### config.mk
export PLATFORM = sky130hd
export DESIGN_NAME = ctrl_unit_seq
export DESIGN_NICKNAME = d
export VERILOG_FILES = /design/src/rtl/ctrl_pkg.sv /design/src/rtl/cond_check.sv /design/src/rtl/ctrl_unit_seq.sv
export SDC_FILE = /design/constraint.sdc
export NUM_CORES = 1
export LEC_CHECK = 0
export CAP_MARGIN = 10
export CORE_MARGIN = 1.5
export CORE_UTILIZATION = 49
export CTS_CLUSTER_SIZE = 16
export DETAILED_ROUTE_END_ITERATION = 12
export PLACE_DENSITY = 0.83
export SLEW_MARGIN = 20
export SYNTH_ARGS = -nofsm -noshare
export SYNTH_HDL_FRONTEND = slang
export SYNTH_HIERARCHICAL = 1
export SYNTH_SLANG_ARGS = --single-unit
### constraint.sdc
create_clock -name clk -period 3.2 [get_ports clk]
set_input_delay 0.48 -clock clk [delete_from_list [all_inputs] [get_ports clk]]
set_output_delay 0.48 -clock clk [all_outputs]
set_load 0.02 [all_outputs]
### src/rtl/ctrl_pkg.sv
// ctrl_pkg: shared constants and the decode table for the decode-stage
// control generator (ctrl_unit_seq) and its condition checker (cond_check).
// Contents: mode / opcode / ALU command / condition codes, {N,Z,C,V} flag
// bit positions, FSM state encodings, the control-word structs and the
// combinational decode function.
package ctrl_pkg;

    // Instruction class (mode field)
    localparam logic [1:0] MODE_DP  = 2'b00;
    localparam logic [1:0] MODE_MEM = 2'b01;
    localparam logic [1:0] MODE_BR  = 2'b10;
    localparam logic [1:0] MODE_ILL = 2'b11;

    // Data-processing opcodes
    localparam logic [3:0] OP_AND = 4'b0000;
    localparam logic [3:0] OP_EOR = 4'b0001;
    localparam logic [3:0] OP_SUB = 4'b0010;
    localparam logic [3:0] OP_ADD = 4'b0100;
    localparam logic [3:0] OP_ADC = 4'b0101;
    localparam logic [3:0] OP_SBC = 4'b0110;
    localparam logic [3:0] OP_TST = 4'b1000;
    localparam logic [3:0] OP_CMP = 4'b1010;
    localparam logic [3:0] OP_ORR = 4'b1100;
    localparam logic [3:0] OP_MOV = 4'b1101;
    localparam logic [3:0] OP_MVN = 4'b1111;

    // ALU commands driven to EX
    localparam logic [3:0] CMD_BR  = 4'b0000;
    localparam logic [3:0] CMD_MOV = 4'b0001;
    localparam logic [3:0] CMD_ADD = 4'b0010;
    localparam logic [3:0] CMD_ADC = 4'b0011;
    localparam logic [3:0] CMD_SUB = 4'b0100;
    localparam logic [3:0] CMD_SBC = 4'b0101;
    localparam logic [3:0] CMD_AND = 4'b0110;
    localparam logic [3:0] CMD_ORR = 4'b0111;
    localparam logic [3:0] CMD_EOR = 4'b1000;
    localparam logic [3:0] CMD_MVN = 4'b1001;

    // Condition field encodings
    localparam logic [3:0] COND_EQ = 4'b0000;
    localparam logic [3:0] COND_NE = 4'b0001;
    localparam logic [3:0] COND_CS = 4'b0010;
    localparam logic [3:0] COND_CC = 4'b0011;
    localparam logic [3:0] COND_MI = 4'b0100;
    localparam logic [3:0] COND_PL = 4'b0101;
    localparam logic [3:0] COND_VS = 4'b0110;
    localparam logic [3:0] COND_VC = 4'b0111;
    localparam logic [3:0] COND_HI = 4'b1000;
    localparam logic [3:0] COND_LS = 4'b1001;
    localparam logic [3:0] COND_GE = 4'b1010;
    localparam logic [3:0] COND_LT = 4'b1011;
    localparam logic [3:0] COND_GT = 4'b1100;
    localparam logic [3:0] COND_LE = 4'b1101;
    localparam logic [3:0] COND_AL = 4'b1110;
    localparam logic [3:0] COND_NV = 4'b1111;

    // Bit positions inside status = {N,Z,C,V}
    localparam int unsigned FLAG_N = 3;
    localparam int unsigned FLAG_Z = 2;
    localparam int unsigned FLAG_C = 1;
    localparam int unsigned FLAG_V = 0;

    // FSM states
    localparam logic [0:0] ST_IDLE     = 1'b0;
    localparam logic [0:0] ST_MEM_WAIT = 1'b1;

    // Control word carried in the ID/EX register
    typedef struct packed {
        logic       wb_en;
        logic       mem_r_en;
        logic       mem_w_en;
        logic       b;
        logic       s;
        logic       imm;
        logic [3:0] exe_cmd;
    } ctrl_t;

    // Decoder result: control word plus legality
    typedef struct packed {
        logic  legal;
        ctrl_t ctrl;
    } dec_t;

    // Decode table: mode/opcode/S/I -> control word and legality
    function automatic dec_t decode(input logic [1:0] mode,
                                    input logic [3:0] opcode,
                                    input logic       s_in,
                                    input logic       i_in);
        dec_t d;
        d = '0;
        case (mode)
            MODE_DP: begin
                d.legal        = 1'b1;
                d.ctrl.wb_en   = 1'b1;
                d.ctrl.s       = s_in;
                d.ctrl.imm     = i_in;
                case (opcode)
                    OP_MOV:  d.ctrl.exe_cmd = CMD_MOV;
                    OP_MVN:  d.ctrl.exe_cmd = CMD_MVN;
                    OP_ADD:  d.ctrl.exe_cmd = CMD_ADD;
                    OP_ADC:  d.ctrl.exe_cmd = CMD_ADC;
                    OP_SUB:  d.ctrl.exe_cmd = CMD_SUB;
                    OP_SBC:  d.ctrl.exe_cmd = CMD_SBC;
                    OP_AND:  d.ctrl.exe_cmd = CMD_AND;
                    OP_ORR:  d.ctrl.exe_cmd = CMD_ORR;
                    OP_EOR:  d.ctrl.exe_cmd = CMD_EOR;
                    // Compare/test only update flags
                    OP_CMP: begin
                        d.ctrl.exe_cmd = CMD_SUB;
                        d.ctrl.wb_en   = 1'b0;
                        d.ctrl.s       = 1'b1;
                    end
                    OP_TST: begin
                        d.ctrl.exe_cmd = CMD_AND;
                        d.ctrl.wb_en   = 1'b0;
                        d.ctrl.s       = 1'b1;
                    end
                    default: d = '0;
                endcase
            end
            MODE_MEM: begin
                // S bit acts as L: 1 = load, 0 = store; address = base + offset
                d.legal         = 1'b1;
                d.ctrl.exe_cmd  = CMD_ADD;
                d.ctrl.imm      = 1'b1;
                d.ctrl.mem_r_en = s_in;
                d.ctrl.wb_en    = s_in;
                d.ctrl.mem_w_en = ~s_in;
            end
            MODE_BR: begin
                d.legal        = 1'b1;
                d.ctrl.b       = 1'b1;
                d.ctrl.imm     = 1'b1;
                d.ctrl.exe_cmd = CMD_BR;
            end
            default: d = '0;
        endcase
        return d;
    endfunction

endpackage

### src/rtl/cond_check.sv
// cond_check: combinational evaluation of the 4-bit condition field
// against the {N,Z,C,V} status flags.
// Ports: cond_i (condition field), status_i ({N,Z,C,V}), pass_o (1 = execute).
module cond_check
    import ctrl_pkg::*;
(
    input  logic [3:0] cond_i,
    input  logic [3:0] status_i,
    output logic       pass_o
);

    logic n_s;
    logic z_s;
    logic c_s;
    logic v_s;

    assign n_s = status_i[FLAG_N];
    assign z_s = status_i[FLAG_Z];
    assign c_s = status_i[FLAG_C];
    assign v_s = status_i[FLAG_V];

    // Condition truth table
    always_comb begin
        pass_o = 1'b0;
        case (cond_i)
            COND_EQ: pass_o = z_s;
            COND_NE: pass_o = ~z_s;
            COND_CS: pass_o = c_s;
            COND_CC: pass_o = ~c_s;
            COND_MI: pass_o = n_s;
            COND_PL: pass_o = ~n_s;
            COND_VS: pass_o = v_s;
            COND_VC: pass_o = ~v_s;
            COND_HI: pass_o = c_s & ~z_s;
            COND_LS: pass_o = ~c_s | z_s;
            COND_GE: pass_o = (n_s == v_s);
            COND_LT: pass_o = (n_s != v_s);
            COND_GT: pass_o = ~z_s & (n_s == v_s);
            COND_LE: pass_o = z_s | (n_s != v_s);
            COND_AL: pass_o = 1'b1;
            COND_NV: pass_o = 1'b0;
            default: pass_o = 1'b0;
        endcase
    end

endmodule

### src/rtl/ctrl_unit_seq.sv
// ctrl_unit_seq: registered decode-stage control generator.
// Decodes mode/opcode/S/I, checks the condition field, and loads the ID/EX
// control register (bubble on hazard, flush, failed condition or illegal).
// Memory ops park the unit in MEM_WAIT until mem_ack or timeout, stalling
// the front end meanwhile.
// Ports:
//   clk, rst (async, active low)
//   in_valid, cond, mode, opcode, s_in, i_in, status : instruction in ID
//   hazard, flush                                    : bubble requests
//   mem_ack                                          : memory completion
//   out_valid, wb_en, mem_r_en, mem_w_en, b, s_out, imm, exe_cmd : ID/EX
//   mem_req, stall_out                               : memory handshake / freeze
//   illegal, timeout                                 : one-cycle event pulses
module ctrl_unit_seq
    import ctrl_pkg::*;
#(
    parameter int EXE_CMD_W = 4,
    parameter int TIMEOUT_W = 4,
    parameter int TIMEOUT   = 15
) (
    input  logic                 clk,
    input  logic                 rst,
    input  logic                 in_valid,
    input  logic [3:0]           cond,
    input  logic [1:0]           mode,
    input  logic [3:0]           opcode,
    input  logic                 s_in,
    input  logic                 i_in,
    input  logic [3:0]           status,
    input  logic                 hazard,
    input  logic                 flush,
    input  logic                 mem_ack,
    output logic                 out_valid,
    output logic                 wb_en,
    output logic                 mem_r_en,
    output logic                 mem_w_en,
    output logic                 b,
    output logic                 s_out,
    output logic                 imm,
    output logic [EXE_CMD_W-1:0] exe_cmd,
    output logic                 mem_req,
    output logic                 stall_out,
    output logic                 illegal,
    output logic                 timeout
);

    logic [0:0]           state_q,   state_d;
    logic [TIMEOUT_W-1:0] cnt_q,     cnt_d;
    ctrl_t                ctrl_q,    ctrl_d;
    logic                 valid_q,   valid_d;
    logic                 illegal_q, illegal_d;
    logic                 timeout_q, timeout_d;

    dec_t dec_s;
    logic pass_s;
    logic accept_s;
    logic go_s;
    logic load_s;
    logic is_mem_s;

    cond_check u_cond_check (
        .cond_i   (cond),
        .status_i (status),
        .pass_o   (pass_s)
    );

    assign dec_s    = decode(mode, opcode, s_in, i_in);
    assign is_mem_s = dec_s.ctrl.mem_r_en | dec_s.ctrl.mem_w_en;

    // A new instruction may be taken when idle, or on the ack cycle of a
    // pending access so the pipe loses no cycle between the two.
    assign accept_s = (state_q == ST_IDLE) | mem_ack;
    // Instruction is live in decode and its condition holds
    assign go_s     = in_valid & ~hazard & ~flush & pass_s;
    assign load_s   = go_s & dec_s.legal;

    // Next-state logic: accept / hold while waiting / abort on timeout
    always_comb begin
        state_d   = state_q;
        cnt_d     = cnt_q;
        ctrl_d    = ctrl_q;
        valid_d   = valid_q;
        illegal_d = 1'b0;
        timeout_d = 1'b0;
        if (accept_s) begin
            illegal_d = go_s & ~dec_s.legal;
            cnt_d     = '0;
            if (load_s) begin
                ctrl_d  = dec_s.ctrl;
                valid_d = 1'b1;
            end else begin
                ctrl_d  = '0;
                valid_d = 1'b0;
            end
            if (load_s & is_mem_s) begin
                state_d = ST_MEM_WAIT;
            end else begin
                state_d = ST_IDLE;
            end
        end else if (cnt_q == TIMEOUT_W'(TIMEOUT)) begin
            // Memory never answered: drop the access and insert a bubble
            state_d   = ST_IDLE;
            cnt_d     = '0;
            ctrl_d    = '0;
            valid_d   = 1'b0;
            timeout_d = 1'b1;
        end else begin
            // Stalled: ID/EX holds, hazard and flush are not looked at
            cnt_d = cnt_q + TIMEOUT_W'(1);
        end
    end

    // State, counter and ID/EX register
    always_ff @(posedge clk or negedge rst) begin
        if (!rst) begin
            state_q   <= ST_IDLE;
            cnt_q     <= '0;
            ctrl_q    <= '0;
            valid_q   <= 1'b0;
            illegal_q <= 1'b0;
            timeout_q <= 1'b0;
        end else begin
            state_q   <= state_d;
            cnt_q     <= cnt_d;
            ctrl_q    <= ctrl_d;
            valid_q   <= valid_d;
            illegal_q <= illegal_d;
            timeout_q <= timeout_d;
        end
    end

    assign out_valid = valid_q;
    assign wb_en     = ctrl_q.wb_en;
    assign mem_r_en  = ctrl_q.mem_r_en;
    assign mem_w_en  = ctrl_q.mem_w_en;
    assign b         = ctrl_q.b;
    assign s_out     = ctrl_q.s;
    assign imm       = ctrl_q.imm;
    assign exe_cmd   = EXE_CMD_W'(ctrl_q.exe_cmd);
    assign illegal   = illegal_q;
    assign timeout   = timeout_q;
    // Request comes straight from the state flop; the stall must drop in the
    // same cycle as the ack so the next fetch proceeds immediately.
    assign mem_req   = (state_q == ST_MEM_WAIT);
    assign stall_out = (state_q == ST_MEM_WAIT) & ~mem_ack;

endmodule

### After elaboration in Yosys (flattened, before gate mapping)

Index checks and enable logic that the tools add are counted.
Widths: inputs -> output; s select.

* add/subtract/negate cells: 1
* $mul: 0
* divide/modulo/power cells: 0
* order comparisons: 0
* eq/ne operators: 30
* shifts and indexed selects: 0
* muxes and demuxes: 24
* bitwise gates (word level): 23
* reduce and logical (&&, ||, !) cells: 10

Operator list (number)
* $eq 4x4->1 const B: 14
* $pmux 4 s9: 1
* $mux 10: 3
* $eq 4x3->1 const B: 7
* $pmux 1 s16: 1
* $pmux 5 s3: 1
* $mux 1: 13
* $eq 4x2->1 const B: 3
* $reduce_or 11->1: 1
* $not 1->1: 10
* $and 1x1->1: 9
* $reduce_or 9->1: 1
* $eq 4x1->1 const B: 2
* $logic_not 4->1: 2
* $mux 4: 2
* $reduce_or 2->1: 4
* $pmux 3 s2: 1
* $add 4x1->4 const B: 1
* $or 1x1->1: 4
* $pmux 1 s2: 2
* $eq 2x1->1 const B: 1
* $eq 2x2->1 const B: 1
* $logic_not 2->1: 1
* $reduce_bool 2->1: 1
* other kinds (2): 2

* flip-flop bits (word level): 18
* bits in latches: 0
* RAM bits: 0
* memory bits (read-only): 0
* output and inout bits: 15
* word-level logic and storage cells: 100
* memories kept: 0

### Logic depth before layout (Yosys ltp)

* depth in word-level cells: 8
* depth in mapped cells: 10

### Modules after synthesis

The synthesis kept the hierarchy.

By module, submodules not included
* ctrl_unit_seq: times used 1, cells each 86, area an instance 969.7 µm², seq. area each 450.4 µm²
* cond_check: times used 1, cells each 23, area an instance 155.1 µm², seq. area each 0.0 µm²

### Worst setup path before layout

OpenSTA, ideal clock, no wires.

* path type: input port to flip-flop
* from: input status[3]
* to: register ctrl_q (netlist bit mem_r_en)
* setup time: 66 ps
* data arrival time: 2249 ps
* required time: 3134 ps
* slack: 885 ps
* cell stages on the path: 9
* buffers on the path: 0
* cells stage by stage: xor2_1 -> xor2_1 -> a2111oi_1 -> a311oi_1 -> o22ai_1 -> and4bb_1 -> nor3b_4 -> nor3b_4 -> a32o_2

* longest elaborated chain between the ends: 7

Ends and longest elaborated chain
* from (decl): line ctrl_unit_seq.sv:29 `input logic [3:0] status,`
* $ne 1x1->1 or $eq 1x1->1 (tied branches)
* $or 1x1->1 or $and 1x1->1 (tied branches): line cond_check.sv:39, cond_check.sv:38
* $pmux 1 s16 *: line cond_check.sv:25 `case (cond_i)`
* net pass_s: line ctrl_unit_seq.sv:55 `logic pass_s;`
* $and 1x1->1 *: line ctrl_unit_seq.sv:74 `assign go_s = in_valid & ~hazard & ~flush & pass_s;`
* $and 1x1->1 *: line ctrl_unit_seq.sv:75 `assign load_s = go_s & dec_s.legal;`
* $mux 10 *: line ctrl_unit_seq.sv:88 `if (load_s) begin`
* $mux 10 *: line ctrl_unit_seq.sv:85 `if (accept_s) begin`
* to (signal assigned): line ctrl_unit_seq.sv:125 `ctrl_q <= ctrl_d;`
* to (decl): line ctrl_unit_seq.sv:49 `ctrl_t ctrl_q, ctrl_d;`

Mark *: on every way through the listed nets, which the timed path passes. The rest lies on a longest branch.
A chain may end at the register's enable or synchronous reset.

### Worst setup path after layout

* from: input status[0]
* to: register ctrl_q (netlist bit mem_w_en)

Same word-level chain as after synthesis.

==> flow_summary.ini <==
[synthesis]
syn_inst = 109
synth_area_per_cell_um2 = 10.3
async_reset_ff_share_pct = 100
synth-edff-count = 0
ys_ff_latch = 18
yosys.cell_types.count = 41
synthesis.area_um2 = 1120
syn-num-nets = 136
yosysWarnings = 6
yosysSeqAreaShare_pct = 40.0
yosys_most_used_dff = dfrtp_1

[drt]
met3_wirelength_um = 85
wl_per_cell_um = 15.0
drtIter0Drc = 13
wirelength_mm = 2.59
top_layer_used = met4
dr_wl_met2_mm = 1.35
drtPass1Iterations = 4
ant_nets = 0
wl_met1_mm = 1.09
vias_per_cell = 5.61
dr_total_vias = 970
drcViolationCount = 0

[sta]
setup_viol = 0
min_period_ns = 2.81
timing.hold.ws_ns = 0.469
fmax_ghz = 0.355
finalMaxSlewViolations = 0
finalClockSkew_ns = 0.00377
hold_viol = 0
setup_total_negative_slack_ns = 0
worst_slew_pin_slew_ns = 0.818
rsz0062_at_grt = false
maxSlewHeadroom_pct = 45.3
fin_crit_sh_pct = 87.9

[worst_setup_path]
crit_slowest_cell = clkdlybuf4s50_1
crit_arrival_ns = 3.05
rr_startpoint = cnt_q[0]
r2r-end = exe_cmd[1]
path_delay_family = simple AND/OR/NAND/NOR gates
rr_worst_depth = 4
crit_chain = clkdlybuf4s50_1 -> xor2_1 -> xor2_1 -> a2111oi_1 -> a311oi_1 -> o22ai_1 -> and4bb_1 -> nor3b_4 -> nor3b_4 -> a32o_2
cp.required_ns = 3.44
critPathCaptureType = register
worst-path-max-fanout = 7
crit_buf_inv = 1
cp_slowest_stage_delay_ns = 0.50
crit_cells = 10
startpoint = status[0]
critPathKind = in2reg
start_kind = input pin
rrSetupSlack_ns = 1.50

[grt]
antenna_found_initial = 0
track_usage_pct = 22.3
gr-total-overflow = 0
grt_pass1_wl_mm = 4.33
grt_pass1_vias = 964
grt_max_degree = 19

[clocking]
clockRootBuffer = clkbuf_4
numCtsBuffers = 3
clkSinkCount = 18
clk_path_buf_depth = 2
cts_resized = 0
cts_setup_buffers = 0
holdBufCountCts = 0
clock_latency_ns = 0.30
cts.clk_slew.worst_paths_ns = 0.11
htree_num_levels = 1
cts_tree = yes

[layout]
synthToLayoutAreaGrowth_pct = 35.9
final_common_cell = clkdlybuf4s50_1
fillCellCount = 163
final_core_utilization_pct = 69.8
num_antenna_cells = 0
nNetsFinal = 173
final_cell_area_um2 = 1530
layout_common_cells = clkdlybuf4s50_1 (36), dfrtp_1 (18), o21ai_0 (8), inv_1 (7), nand2_1 (7)
drive_above_1_share_pct = 11.7

[power_and_ir_drop]
fin_total_pwr_w = 0.000470
total_leakage_power_nw = 0.686
ir_drop_uv = 227
power_density_nw_per_um2 = 308
swShare_pct = 26.0
seq_power_share_pct = 48.9
power.internal_w = 0.000348
comb_power_share_pct = 20.6
power_frac_clock_pct = 30.5
switchingPower_w = 0.000123

[floorplan]
fp.dieW_um = 50.9
initial_core_util_pct = 51.3
dieHeight_um = 50.9
std_cell_rows = 17
io_pins = 37
die-area_um2 = 2590
core_um2 = 2190

[placement]
place_hpwl_mm = 1.98
dpl_cell_area_um2 = 1490
routabilityCongestion = 0.799
port_buffers = 36

[hold_path]
hold_end = cnt_q[0]
min-delay-start = cnt_q[0]
min_path_type = reg2reg
hold_path_depth = 1

[job]
maxCapViolations = 0

[run_status]
outcome = completed
## worst reg2reg max path, delay by kind of cell (launching register included)
kind	cells	cell delay (ns)
flip-flops	1	0.41
AO/OA/AOI/OAI	1	0.27
AND/OR/NAND/NOR	2	0.73
adder cells (fa/ha/maj)	1	0.24
## cell usage after synthesis, types with 2 or more instances
library cell | instances | share of area (%)
dfrtp_1 | 18 | 40
o21ai_0 | 8 | 3.6
inv_1 | 7 | 2.3
nand2_1 | 7 | 2.3
ha_1 | 5 | 5.6
nor2_1 | 5 | 1.7
a21oi_1 | 4 | 1.8
xnor2_1 | 4 | 3.1
xor2_1 | 4 | 3.1
a22o_2 | 3 | 2.7
a32o_1 | 3 | 2.7
nor2b_1 | 3 | 1.7
a21o_2 | 2 | 1.6
a32o_2 | 2 | 2.0
and2_1 | 2 | 1.1
nand2b_1 | 2 | 1.1
nand2b_4 | 2 | 2.4
nand3_1 | 2 | 0.89
nor3_1 | 2 | 0.89
nor3b_4 | 2 | 3.3
o211ai_1 | 2 | 1.3
## how the worst max path moves through the flow
stage,end,slack [ns]
after CTS,mem_w_en,0.40
after floorplan,mem_r_en,0.89
after global routing,mem_r_en,0.18
final,mem_w_en,0.39
after detailed placement,mem_w_en,0.10
after global placement,mem_r_en,0.22
## power groups by stage
stage	Clock [W]	Sequential [W]	Combinational (W)
2_1_floorplan	0	0.000236	0.0000478
3_3_place_gp	0	0.000234	0.0000932
3_5_place_dp	0	0.000234	0.0000963
4_1_cts	0.000146	0.000230	0.0000970
5_1_grt	0.000151	0.000230	0.000106
6_report	0.000143	0.000230	0.0000971
## layer usage
layer  up-vias  global-route usage [%]
met2        27                    38.3
met5         -                       0
li1        468                       -
met1       468                    27.2
met3         7                    3.51
met4         0                    10.8
## kinds of logic after synthesis
logic type | Yosys count | synth area share, %
AOI/OAI and AO/OA | 34 | 23.2
and+or+nand+nor | 32 | 19.2
DFF | 18 | 40.0
buffers and inverters | 11 | 4.78
xor gates and xnor gates | 8 | 6.23
adders and majority gates | 5 | 5.56
muxes | 1 | 0.890
## stage by stage
step,worst slack [ns],std cells
2_1_floorplan,0.885,109
3_3_place_gp,0.222,169
3_5_place_dp,0.103,169
4_1_cts,0.400,173
5_1_grt,0.179,173
6_report,0.387,173
## final cells by class
class / count / area (um2) / area share, %
clock buffer: 4 / 36.3 / 2.37
inverter: 7 / 26.3 / 1.72
multi-input combinational: 80 / 621 / 40.6
sequential: 18 / 450 / 29.5
tap: 28 / 35.0 / 2.29
timing repair buffer: 36 / 360 / 23.6
No activity file was read; power rests on OpenSTA's default activity.
